File: src/rtl/exe_pipe_ctrl_pkg.sv
// Shared types and constants for the EXE-stage pipeline controller.
package exe_pipe_ctrl_pkg;

   localparam int unsigned CNT_W     = 16;
   localparam int unsigned ALU_CMD_W = 4;
   localparam int unsigned REG_IDX_W = 4;
   localparam int unsigned NZCV_W    = 4;

   // Bit positions of the condition flags inside an NZCV nibble
   localparam int unsigned NZCV_N = 3;
   localparam int unsigned NZCV_Z = 2;
   localparam int unsigned NZCV_C = 1;
   localparam int unsigned NZCV_V = 0;

   typedef enum logic [1:0] {
      ST_RUN    = 2'd0,
      ST_BUBBLE = 2'd1,
      ST_HOLD   = 2'd2
   } pipe_state_e;

   // Payload carried by the ID/EXE pipeline register
   typedef struct packed {
      logic                 valid;
      logic                 wb_en;
      logic                 mem_read;
      logic                 mem_write;
      logic                 b;
      logic                 s;
      logic                 i;
      logic [ALU_CMD_W-1:0] alu_cmd;
      logic [REG_IDX_W-1:0] dest;
   } exe_ctrl_t;

   localparam exe_ctrl_t EXE_BUBBLE = '0;

   // Saturating increment for the performance counters
   function automatic logic [CNT_W-1:0] sat_inc(input logic [CNT_W-1:0] v);
      return (v == {CNT_W{1'b1}}) ? v : v + CNT_W'(1);
   endfunction

endpackage

File: src/rtl/exe_pipe_ctrl_hazard_unit.sv
// Load-use hazard detection between the ID instruction and a load in EXE.
module hazard_unit
   import exe_pipe_ctrl_pkg::*;
(
   input  logic                 i_id_valid,
   input  logic [REG_IDX_W-1:0] i_id_src1,
   input  logic [REG_IDX_W-1:0] i_id_src2,
   input  logic                 i_id_two_src,
   input  logic                 i_exe_valid,
   input  logic                 i_exe_mem_read,
   input  logic [REG_IDX_W-1:0] i_exe_dest,
   output logic                 o_hazard_c
);

   logic w_src1_match;
   logic w_src2_match;

   // src2 only matters when the instruction actually reads it
   always_comb begin
      w_src1_match = (i_id_src1 == i_exe_dest);
      w_src2_match = i_id_two_src & (i_id_src2 == i_exe_dest);
      o_hazard_c   = i_id_valid & i_exe_valid & i_exe_mem_read &
                     (w_src1_match | w_src2_match);
   end

endmodule

File: src/rtl/exe_pipe_ctrl.sv
// ID/EXE pipeline register with stall/flush control, NZCV status register,
// debug FSM and saturating stall/flush performance counters.
module exe_pipe_ctrl
   import exe_pipe_ctrl_pkg::*;
(
   input  logic                 clk,
   input  logic                 rst_n,
   input  logic                 freeze,
   input  logic                 id_valid,
   input  logic                 id_wb_en,
   input  logic                 id_mem_read,
   input  logic                 id_mem_write,
   input  logic                 id_b,
   input  logic                 id_s,
   input  logic                 id_i,
   input  logic [ALU_CMD_W-1:0] id_alu_cmd,
   input  logic [REG_IDX_W-1:0] id_dest,
   input  logic [REG_IDX_W-1:0] id_src1,
   input  logic [REG_IDX_W-1:0] id_src2,
   input  logic                 id_two_src,
   input  logic [NZCV_W-1:0]    alu_status,
   output logic                 exe_valid,
   output logic                 exe_wb_en,
   output logic                 exe_mem_read,
   output logic                 exe_mem_write,
   output logic                 exe_b,
   output logic                 exe_s,
   output logic                 exe_i,
   output logic [ALU_CMD_W-1:0] exe_alu_cmd,
   output logic [REG_IDX_W-1:0] exe_dest,
   output logic [NZCV_W-1:0]    status_reg,
   output logic                 stall,
   output logic                 flush,
   output logic [CNT_W-1:0]     stall_cnt,
   output logic [CNT_W-1:0]     flush_cnt,
   output logic [1:0]           state
);

   exe_ctrl_t        r_exe;
   exe_ctrl_t        w_id_ctrl;
   logic [NZCV_W-1:0] r_status;
   pipe_state_e      r_state;
   logic [CNT_W-1:0] r_stall_cnt;
   logic [CNT_W-1:0] r_flush_cnt;
   logic             w_hazard;
   logic             w_flush;
   logic             w_stall;
   logic             w_bubble;
   logic             w_status_upd;

   hazard_unit u_hazard (
      .i_id_valid     (id_valid),
      .i_id_src1      (id_src1),
      .i_id_src2      (id_src2),
      .i_id_two_src   (id_two_src),
      .i_exe_valid    (r_exe.valid),
      .i_exe_mem_read (r_exe.mem_read),
      .i_exe_dest     (r_exe.dest),
      .o_hazard_c     (w_hazard)
   );

   // Pipeline control: a taken branch beats a load-use stall; freeze masks both
   always_comb begin
      w_flush      = r_exe.valid & r_exe.b & ~freeze;
      w_stall      = w_hazard & ~w_flush & ~freeze;
      w_bubble     = w_flush | w_stall;
      w_status_upd = ~freeze & r_exe.valid & r_exe.s;
   end

   // Qualify ID control bits so an invalid slot never carries side effects
   always_comb begin
      w_id_ctrl           = EXE_BUBBLE;
      w_id_ctrl.valid     = id_valid;
      w_id_ctrl.wb_en     = id_wb_en     & id_valid;
      w_id_ctrl.mem_read  = id_mem_read  & id_valid;
      w_id_ctrl.mem_write = id_mem_write & id_valid;
      w_id_ctrl.b         = id_b         & id_valid;
      w_id_ctrl.s         = id_s         & id_valid;
      w_id_ctrl.i         = id_i         & id_valid;
      w_id_ctrl.alu_cmd   = id_alu_cmd;
      w_id_ctrl.dest      = id_dest;
   end

   // ID/EXE register: freeze holds, flush/stall insert a bubble, else load
   always_ff @(posedge clk or negedge rst_n) begin
      if (!rst_n) begin
         r_exe <= EXE_BUBBLE;
      end else if (!freeze) begin
         if (w_bubble) begin
            r_exe <= EXE_BUBBLE;
         end else begin
            r_exe <= w_id_ctrl;
         end
      end
   end

   // Architectural NZCV, captured from the ALU of an S-flagged EXE instruction
   always_ff @(posedge clk or negedge rst_n) begin
      if (!rst_n) begin
         r_status <= '0;
      end else if (w_status_upd) begin
         r_status[NZCV_N] <= alu_status[NZCV_N];
         r_status[NZCV_Z] <= alu_status[NZCV_Z];
         r_status[NZCV_C] <= alu_status[NZCV_C];
         r_status[NZCV_V] <= alu_status[NZCV_V];
      end
   end

   // Debug FSM tracking what the pipeline register did on the last edge
   always_ff @(posedge clk or negedge rst_n) begin
      if (!rst_n) begin
         r_state <= ST_RUN;
      end else if (freeze) begin
         r_state <= ST_HOLD;
      end else if (w_bubble) begin
         r_state <= ST_BUBBLE;
      end else begin
         r_state <= ST_RUN;
      end
   end

   // Saturating performance counters
   always_ff @(posedge clk or negedge rst_n) begin
      if (!rst_n) begin
         r_stall_cnt <= '0;
         r_flush_cnt <= '0;
      end else begin
         if (w_stall) begin
            r_stall_cnt <= sat_inc(r_stall_cnt);
         end
         if (w_flush) begin
            r_flush_cnt <= sat_inc(r_flush_cnt);
         end
      end
   end

   assign exe_valid     = r_exe.valid;
   assign exe_wb_en     = r_exe.wb_en;
   assign exe_mem_read  = r_exe.mem_read;
   assign exe_mem_write = r_exe.mem_write;
   assign exe_b         = r_exe.b;
   assign exe_s         = r_exe.s;
   assign exe_i         = r_exe.i;
   assign exe_alu_cmd   = r_exe.alu_cmd;
   assign exe_dest      = r_exe.dest;
   assign status_reg    = r_status;
   assign stall         = w_stall;
   assign flush         = w_flush;
   assign stall_cnt     = r_stall_cnt;
   assign flush_cnt     = r_flush_cnt;
   assign state         = r_state;

endmodule
File: config.mk
export PLATFORM = sky130hd
export DESIGN_NAME = exe_pipe_ctrl
export DESIGN_NICKNAME = d
export VERILOG_FILES = /design/src/rtl/exe_pipe_ctrl_pkg.sv /design/src/rtl/exe_pipe_ctrl_hazard_unit.sv /design/src/rtl/exe_pipe_ctrl.sv
export SDC_FILE = /design/constraint.sdc
export NUM_CORES = 1
export LEC_CHECK = 0
export ABC_AREA = 1
export ABC_CLOCK_PERIOD_IN_PS = 2000
export BUFFER_PORTS_ARGS = -buffer_cell sky130_fd_sc_hd__buf_2
export CAP_MARGIN = 10
export CORE_MARGIN = 2
export CORE_UTILIZATION = 47
export DETAILED_ROUTE_END_ITERATION = 7
export PLACE_DENSITY = 0.76
export REMOVE_ABC_BUFFERS = 1
export SLEW_MARGIN = 40
export SYNTH_ARGS = -nofsm -noshare
export SYNTH_HDL_FRONTEND = slang
export SYNTH_SLANG_ARGS = --single-unit
File: constraint.sdc
create_clock -name clk -period 2 [get_ports clk]
set_clock_uncertainty 0.05 [all_clocks]
set_input_delay 0.6 -clock clk [delete_from_list [all_inputs] [get_ports clk]]
set_output_delay 0.6 -clock clk [all_outputs]
set_load 0.01 [all_outputs]
Word level (Yosys, flattened, before mapping)
Cells that the tools add are included.
Cells by class
  bitwise logic cells: 22
  add/sub/neg operators: 2
  equal/unequal tests: 4
  reductions and logical operators: 2
  muxes and demuxes: 3
Operator list (number)
  16-bit by 1-bit adder with 16-bit output, second input constant: 2
  16-bit equality test, second input constant: 2
  1-bit bitwise AND: 16
  15-bit two-way mux: 1
  4-bit equality test: 2
  1-bit NOT: 4
  2-bit AND reduction: 2
  2-bit two-way mux: 1
  1-bit OR: 2
  1-bit two-way mux: 1
Storage, ports and cells
  input bits: 31
  word-level logic and storage cells: 46
  register bits after elaboration: 53
  output and inout port bits: 55

Logic depth before layout (Yosys ltp)
Gate-level depths: netlist of run 1.
  depth after elaboration: 9
  gate-level depth with buffers: 10

Modules after synthesis
Synthesis of run 1 repeated with hierarchy kept, for this count alone.
Second synthesis, totals
  cells, all modules: 405
  area total of the unflattened synthesis: 3070.4 µm²
Modules (own cells, without submodules)
  exe_pipe_ctrl: sequential area each 1326.3 µm², instances 1, cells each 364, area an instance 2904.0 µm²
  hazard_unit: sequential area each 0.0 µm², instances 1, cells each 41, area an instance 166.4 µm²

Worst setup path after synthesis of run 1
Ideal clock, no wire load.
  path kind: input -> output
  start: input id_valid
  end: output stall
  setup slack: -0.096 ns
  required time: 1.350 ns
  arrival: 1.446 ns
  stages: 5
  cell sequence: buf_2 > nand2_1 > nor3_2 > nand2_2 > inv_1
Between the ends
  cells in the longest elaborated chain, start to end: 5
RTL lines
  start: declaration: RTL line exe_pipe_ctrl.sv:9  | input logic id_valid,
  1-bit bitwise AND (3 in series): RTL line exe_pipe_ctrl_hazard_unit.sv:22  | o_hazard_c = i_id_valid & i_exe_valid & i_exe_mem_read &
  1-bit bitwise AND (2 in series): RTL line exe_pipe_ctrl.sv:65  | w_stall = w_hazard & ~w_flush & ~freeze;
  end: declaration: RTL line exe_pipe_ctrl.sv:32  | output logic stall,
Every way passes these cells.

Final worst setup path of run 1
  start: register r_exe, in the netlist exe_dest[3]
  end: output stall
Between the ends
  cells in the longest elaborated chain, start to end: 6
  elaborated cells between the ends (all ways): 7
  classes of those cells: 2 x eq/ne; 5 x bitwise
RTL lines
  start: declaration: RTL line exe_pipe_ctrl.sv:39  | exe_ctrl_t r_exe;
  start signal: assignment: RTL line exe_pipe_ctrl.sv:92  | r_exe <= w_id_ctrl;
  4-bit equality test: RTL line exe_pipe_ctrl_hazard_unit.sv:21  | w_src2_match = i_id_two_src & (i_id_src2 == i_exe_dest);
  1-bit bitwise AND: RTL line exe_pipe_ctrl_hazard_unit.sv:21
  1-bit OR *: RTL line exe_pipe_ctrl_hazard_unit.sv:23  | (w_src1_match | w_src2_match);
  1-bit bitwise AND *: RTL line exe_pipe_ctrl_hazard_unit.sv:22
  1-bit bitwise AND * (2 in series): RTL line exe_pipe_ctrl.sv:65
Mark *: on every way between the ends. The rest lies on a longest branch, timed or not.

==> run metrics, run 1 <==
gr usage total=18.9%; CP Launch Type=flop; post-route cell area=about 3700 µm²; fillers=~510; Arr. time, crit path=1.41 ns; CTS Buf Count=5; # setup viols final=1; crit share post-route=103%; largest net degree at the start of global routing=31; vias=2591; utilization after layout=about three fifths; status=finished with violations; RSZ-0062 raised after global routing=yes; final instance count without filler cells=roughly 540; Worst Max-Slew Pin Slew=between 0.3 and 0.4 ns; Total Power Consumption=around 0.0025 W; Commonest cells post-synth=nand2_1, dfrtp_1, inv_1, nor2_1, nand3_1; count of cell types in the netlist=28; vias per cell=between 4 and 5; placed inst area=3520 µm²; layout net count=500; post-route ant nets=0; total of warnings raised by yosys=0; Post-synth EDFFs=0; ranking of synthesized cells by area=dfrtp_1, nand2_1, xor2_1; worst hold-check path type=in -> async; Most used DFF post-synth=dfrtp_1; ANT cells=0; area of the multi-input gates=approximately 1400 µm²; post-synth top area share=between 40% and 50%; synthesized instance count=360; MaxCap Viol Count=0; GP Congestion=between 0.8 and 0.9; Syn-to-layout area delta=26.3%; 1st-iter DRT viols=49; syn avg cell area=slightly above 8 µm²; Crit. Startpoint=exe_dest[3]; Crit Path Category=reg -> out; Max Fanout on Critical Path=5; ratio of cells with drive above 1 in the final layout=roughly a third; HPWL Detailed=about 4900 µm; sequential cell area=~1300 µm²; worst vdd ir=around 440 µV; Post-synth ARST share=100%; routed length per instance=around 12 µm; H-tree depth=2; global-route wire length before repair=10900 µm; worst-skew pair later-pin latency=approximately 0.30 ns; Die Y=83.0 µm; vias in the first global route=2474; Initial Utilization=about half; WL final=6380 µm; initial antenna violation count=0; clock buffer depth=2; input/output buffers=85; count leader, synth=nand2_1; CP required=about 1.4 ns; CP Capture Type=output pin; #FFs+latches synth=53; Reg clk slew, reported paths=0.09 ns; clock sink total=between 50 and 60; Max Slew Vio Count=0; crit path time final=between 2 and 2.5 ns; final worst setup slack=-0.0625 ns; post-synthesis sequential area ratio=a little under half; mapped cell area=2930 µm²; grt ovf=0; Final Hold Fails=0; drt pass-1 iters=4; core area=between 5000 and 6000 µm²; worst relative slew slack=about 75%; Die X=83.0 µm; fmax=between 400 and 500 MHz; # DRC=0; CTS tree=done; DP Cell Count=528; Row Count=28; start of the worst register-to-register path=stall_cnt[1]; violated checks=setup timing; Synth area leader=dfrtp_1; Post-CTS Hold Buffers=0; Pwr Density=669 nW/µm²; Leak=2.00 nW; clk root buf=clkbuf_8; full die area=6880 µm²; num ports=86
-- worst paths after layout --
check,cells past startpoint,to,slack (ns)
min in group clk,2,exe_wb_en,0.44
setup / recovery,7,stall,-0.06
hold reg to reg,2,exe_wb_en,0.44
max in group asynchronous,2,exe_dest[0],1.27
setup reg to reg,7,stall_cnt[2],0.20
hold / removal,1,stall_cnt[14],0.15
-- layout make-up --
type | instances | area share, %
Multi-Input combinational cell | 257 | 37.4
Clock inverter | 1 | 0.811
Inverter | 44 | 4.46
Timing Repair Buffer | 106 | 16.6
Clock buffer | 7 | 2.33
Tap cell | 75 | 2.53
Sequential cell | 53 | 35.9
-- power breakdown --
group	internal (W)	total, W	switching (W)
combinational	0.000217	0.000472	0.000255
sequential	0.00117	0.00126	0.0000874
clock	0.000408	0.000745	0.000336
total	0.00180	0.00248	0.000679
-- metal layers --
metal | share of wire, % | global-route usage [%]
met5 | 0 | 0
met3 | 4.0 | 3.78
met2 | 51 | 34.2
met4 | 1.0 | 4.62
met1 | 44 | 23.1
-- through the flow --
stage / setup slack, ns / hold slack (ns) / TNS (ns)
6_report: -0.0625 / 0.151 / -0.0625
4_1_cts: -0.0461 / 0.149 / -0.0461
5_1_grt: -0.170 / 0.157 / -0.170
3_3_place_gp: -0.0276 / 0.413 / -0.0276
2_1_floorplan: -0.0434 / 0.254 / -0.0434
3_5_place_dp: -0.0330 / 0.413 / -0.0330
-- critical path: stages (launching register included) --
cell and delay (ns):
dfrtp_2 0.46, xor2_1 0.16, nor2_1 0.12, nand2_1 0.07
nand2_2 0.08, nand2_2 0.06, inv_2 0.06, buf_6 0.09
-- logic make-up (layout without fill, tap and decap cells) --
family	Yosys count	in the layout	synth area share, %
compound gates	21	21	4.23
simple gates	202	202	32.1
buf+inv	50	158	7.64
mux	4	4	1.54
fa+ha+maj	2	2	0.853
xor+xnor	28	28	8.37
flops	53	53	45.2
-- placed cells by master (no fill, tap or decap), drive strengths merged --
| cell | instances |
|---|---|
| nand3 | 23 |
| o21ai | 21 |
| nand4 | 11 |
| nor2 | 41 |
| xor2 | 17 |
| bufinv | 1 |
| xnor2 | 11 |
| dfrtp | 53 |
| inv | 44 |
| buf | 106 |
| nand2 | 119 |
| mux2 | 4 |
| ha | 2 |
| nor3 | 8 |
| clkbuf | 7 |
-- timing repair --
action	4_1_cts	5_1_grt
setup buffers	4	3
endpoints found under the hold margin	0	0
pin swaps	4	4
gates resized for setup	5	1
setup endpoints to repair	1	1
Note: power is estimated with default switching activity, not from simulation.
==> inputs of run 2 (changes only) <==
--- a/config.mk
+++ b/config.mk
@@ -9,7 +9,7 @@
 export ABC_CLOCK_PERIOD_IN_PS = 2000
 export BUFFER_PORTS_ARGS = -buffer_cell sky130_fd_sc_hd__buf_2
 export CAP_MARGIN = 10
-export CORE_MARGIN = 2
+export CORE_MARGIN = 4
 export CORE_UTILIZATION = 47
 export DETAILED_ROUTE_END_ITERATION = 7
 export PLACE_DENSITY = 0.76
@@ -18,3 +18,4 @@
 export SYNTH_ARGS = -nofsm -noshare
 export SYNTH_HDL_FRONTEND = slang
 export SYNTH_SLANG_ARGS = --single-unit
+export TNS_END_PERCENT = 20
==> run 2 against run 1 <==
The flow still finishes with violations (setup timing). Power about the same. Sequential share of layout area up 0.28 points. Die area grew 9.9%. Clock-buffer cell count is 1 lower. Combinational power shrank 3%. Critical path depth stayed put. Fmax grew 2.2%.
==> run metrics, run 2 (synthesis gave the netlist of run 1 again) <==
worst relative slew slack=between 70% and 80%; worst vdd ir=roughly 640 µV; clock sink total=53; Max Fanout on Critical Path=5; Die X=between 80 and 90 µm; utilization after layout=61.4%; Syn-to-layout area delta=25.4%; setup tns final=-0.0180 ns; CTS Buf Count=5; post-route ant nets=0; Row Count=28; clk root buf=clkbuf_8; CP required=around 1.4 ns; Worst Max-Slew Pin Slew=0.430 ns; num ports=86; vias=~2600; input/output buffers=85; # DRC=0; Pwr Density=between 600 and 700 nW/µm²; commonest non-fill, non-tap cell in the layout=nand2_1; 1st-iter DRT viols=between 80 and 90; core area=around 6000 µm²; status=finished with violations; largest net degree at the start of global routing=30; final worst setup slack=-0.0180 ns; worst-skew pair later-pin latency=approximately 0.30 ns; ratio of cells with drive above 1 in the final layout=roughly a third; Leak=approximately 2.0 nW; fmax=496 MHz; Reg clk slew, reported paths=0.10 ns; CP Launch Type=flop; # setup viols final=1; vias per cell=between 4 and 5; full die area=roughly 7600 µm²; routed length per instance=between 10 and 15 µm; Crit Path Category=reg -> out; WL final=~6500 µm; drt pass-1 iters=4; grt ovf=0; global-route wire length before repair=11200 µm; Max Slew Vio Count=0; MaxCap Viol Count=0; CTS tree=done; GP Congestion=~0.8; ANT cells=0; gr usage total=between 10% and 20%; Initial Utilization=just under 50%; most frequent cells in the layout=nand2_1, buf_2, dfrtp_1, nor2_1, inv_1; crit path time final=2.02 ns; R2R Setup Slk=about 0.22 ns; initial antenna violation count=0; violated checks=setup timing; Arr. time, crit path=about 1.4 ns; crit share post-route=101%; layout net count=496; worst hold-check path type=in -> async; clock buffer depth=2; H-tree depth=2; HPWL Detailed=5090 µm; RSZ-0062 raised after global routing=yes; vias in the first global route=2456; Final Hold Fails=0; CP Capture Type=output pin; Die Y=87.0 µm
-- run 2: cell types whose count changed in the layout (fill, tap and decap cells not counted) --
cell,change
dfrtp_2,+1
clkbuf_1,-1
buf_4,-4
dfrtp_1,-1
clkinvlp_4,+1
-- run 2: power by group --
group | switching, W | leakage, nW | internal [W]
combinational | 0.000249 | 1.22 | 0.000209
clock | 0.000351 | 0.0574 | 0.000407
sequential | 0.0000874 | 0.698 | 0.00117
total | 0.000688 | 1.98 | 0.00179
-- run 2: worst paths after layout --
check                      cells after the start          from             to
min in group clk                               2         exe_i          exe_i
setup / recovery                               7   exe_dest[0]          stall
hold / removal                                 1         rst_n  stall_cnt[13]
max in group asynchronous                      2         rst_n    exe_dest[0]
setup reg to reg                               7  stall_cnt[1]   stall_cnt[5]
hold reg to reg                                2         exe_i          exe_i
-- run 2: worst max-delay path: stages, from the launching register on --
cell	delay [ns]
dfrtp_2	0.46
xor2_1	0.15
nor2_1	0.09
nand2_1	0.07
nand2_2	0.08
nand2_2	0.06
inv_2	0.06
buf_6	0.10
-- run 2: per-layer routing --
metal,up-vias,global-route usage (%),share of wire (%)
met3,5,3.88,5.3
met2,53,32.0,51
met5,-,0,0
met1,1182,23.5,43
li1,1334,-,-
met4,0,3.82,0.67
-- run 2: repair_timing --
| item | CTS | global route |
|---|---|---|
| gates resized for setup | 5 | 2 |
| endpoints found under the setup margin | 1 | 7 |
| hold buffers | 0 | 0 |
| pin swaps | 4 | 6 |
| buffers inserted | 1 | 2 |
-- run 2: stage by stage --
stage,setup slack (ns),power (W),instances,cell area [µm²],hold WS [ns]
after floorplan,-0.0434,0.00149,354,2870,0.254
after global placement,0.00337,0.00172,528,3520,0.413
after detailed placement,0.00645,0.00173,528,3520,0.415
after CTS,-0.0434,0.00251,537,3660,0.186
after global routing,-0.118,0.00263,539,3680,0.192
final,-0.0180,0.00248,539,3680,0.173
-- run 2: final cells by class --
cell class                 count  area [µm²]
fill                         546        2310
inverter                      44         165
sequential                    53        1330
timing repair buffer         102         584
clock buffer                   6        82.6
clock inverter                 2        37.5
tap                           75        93.8
multi-input combinational    257        1380
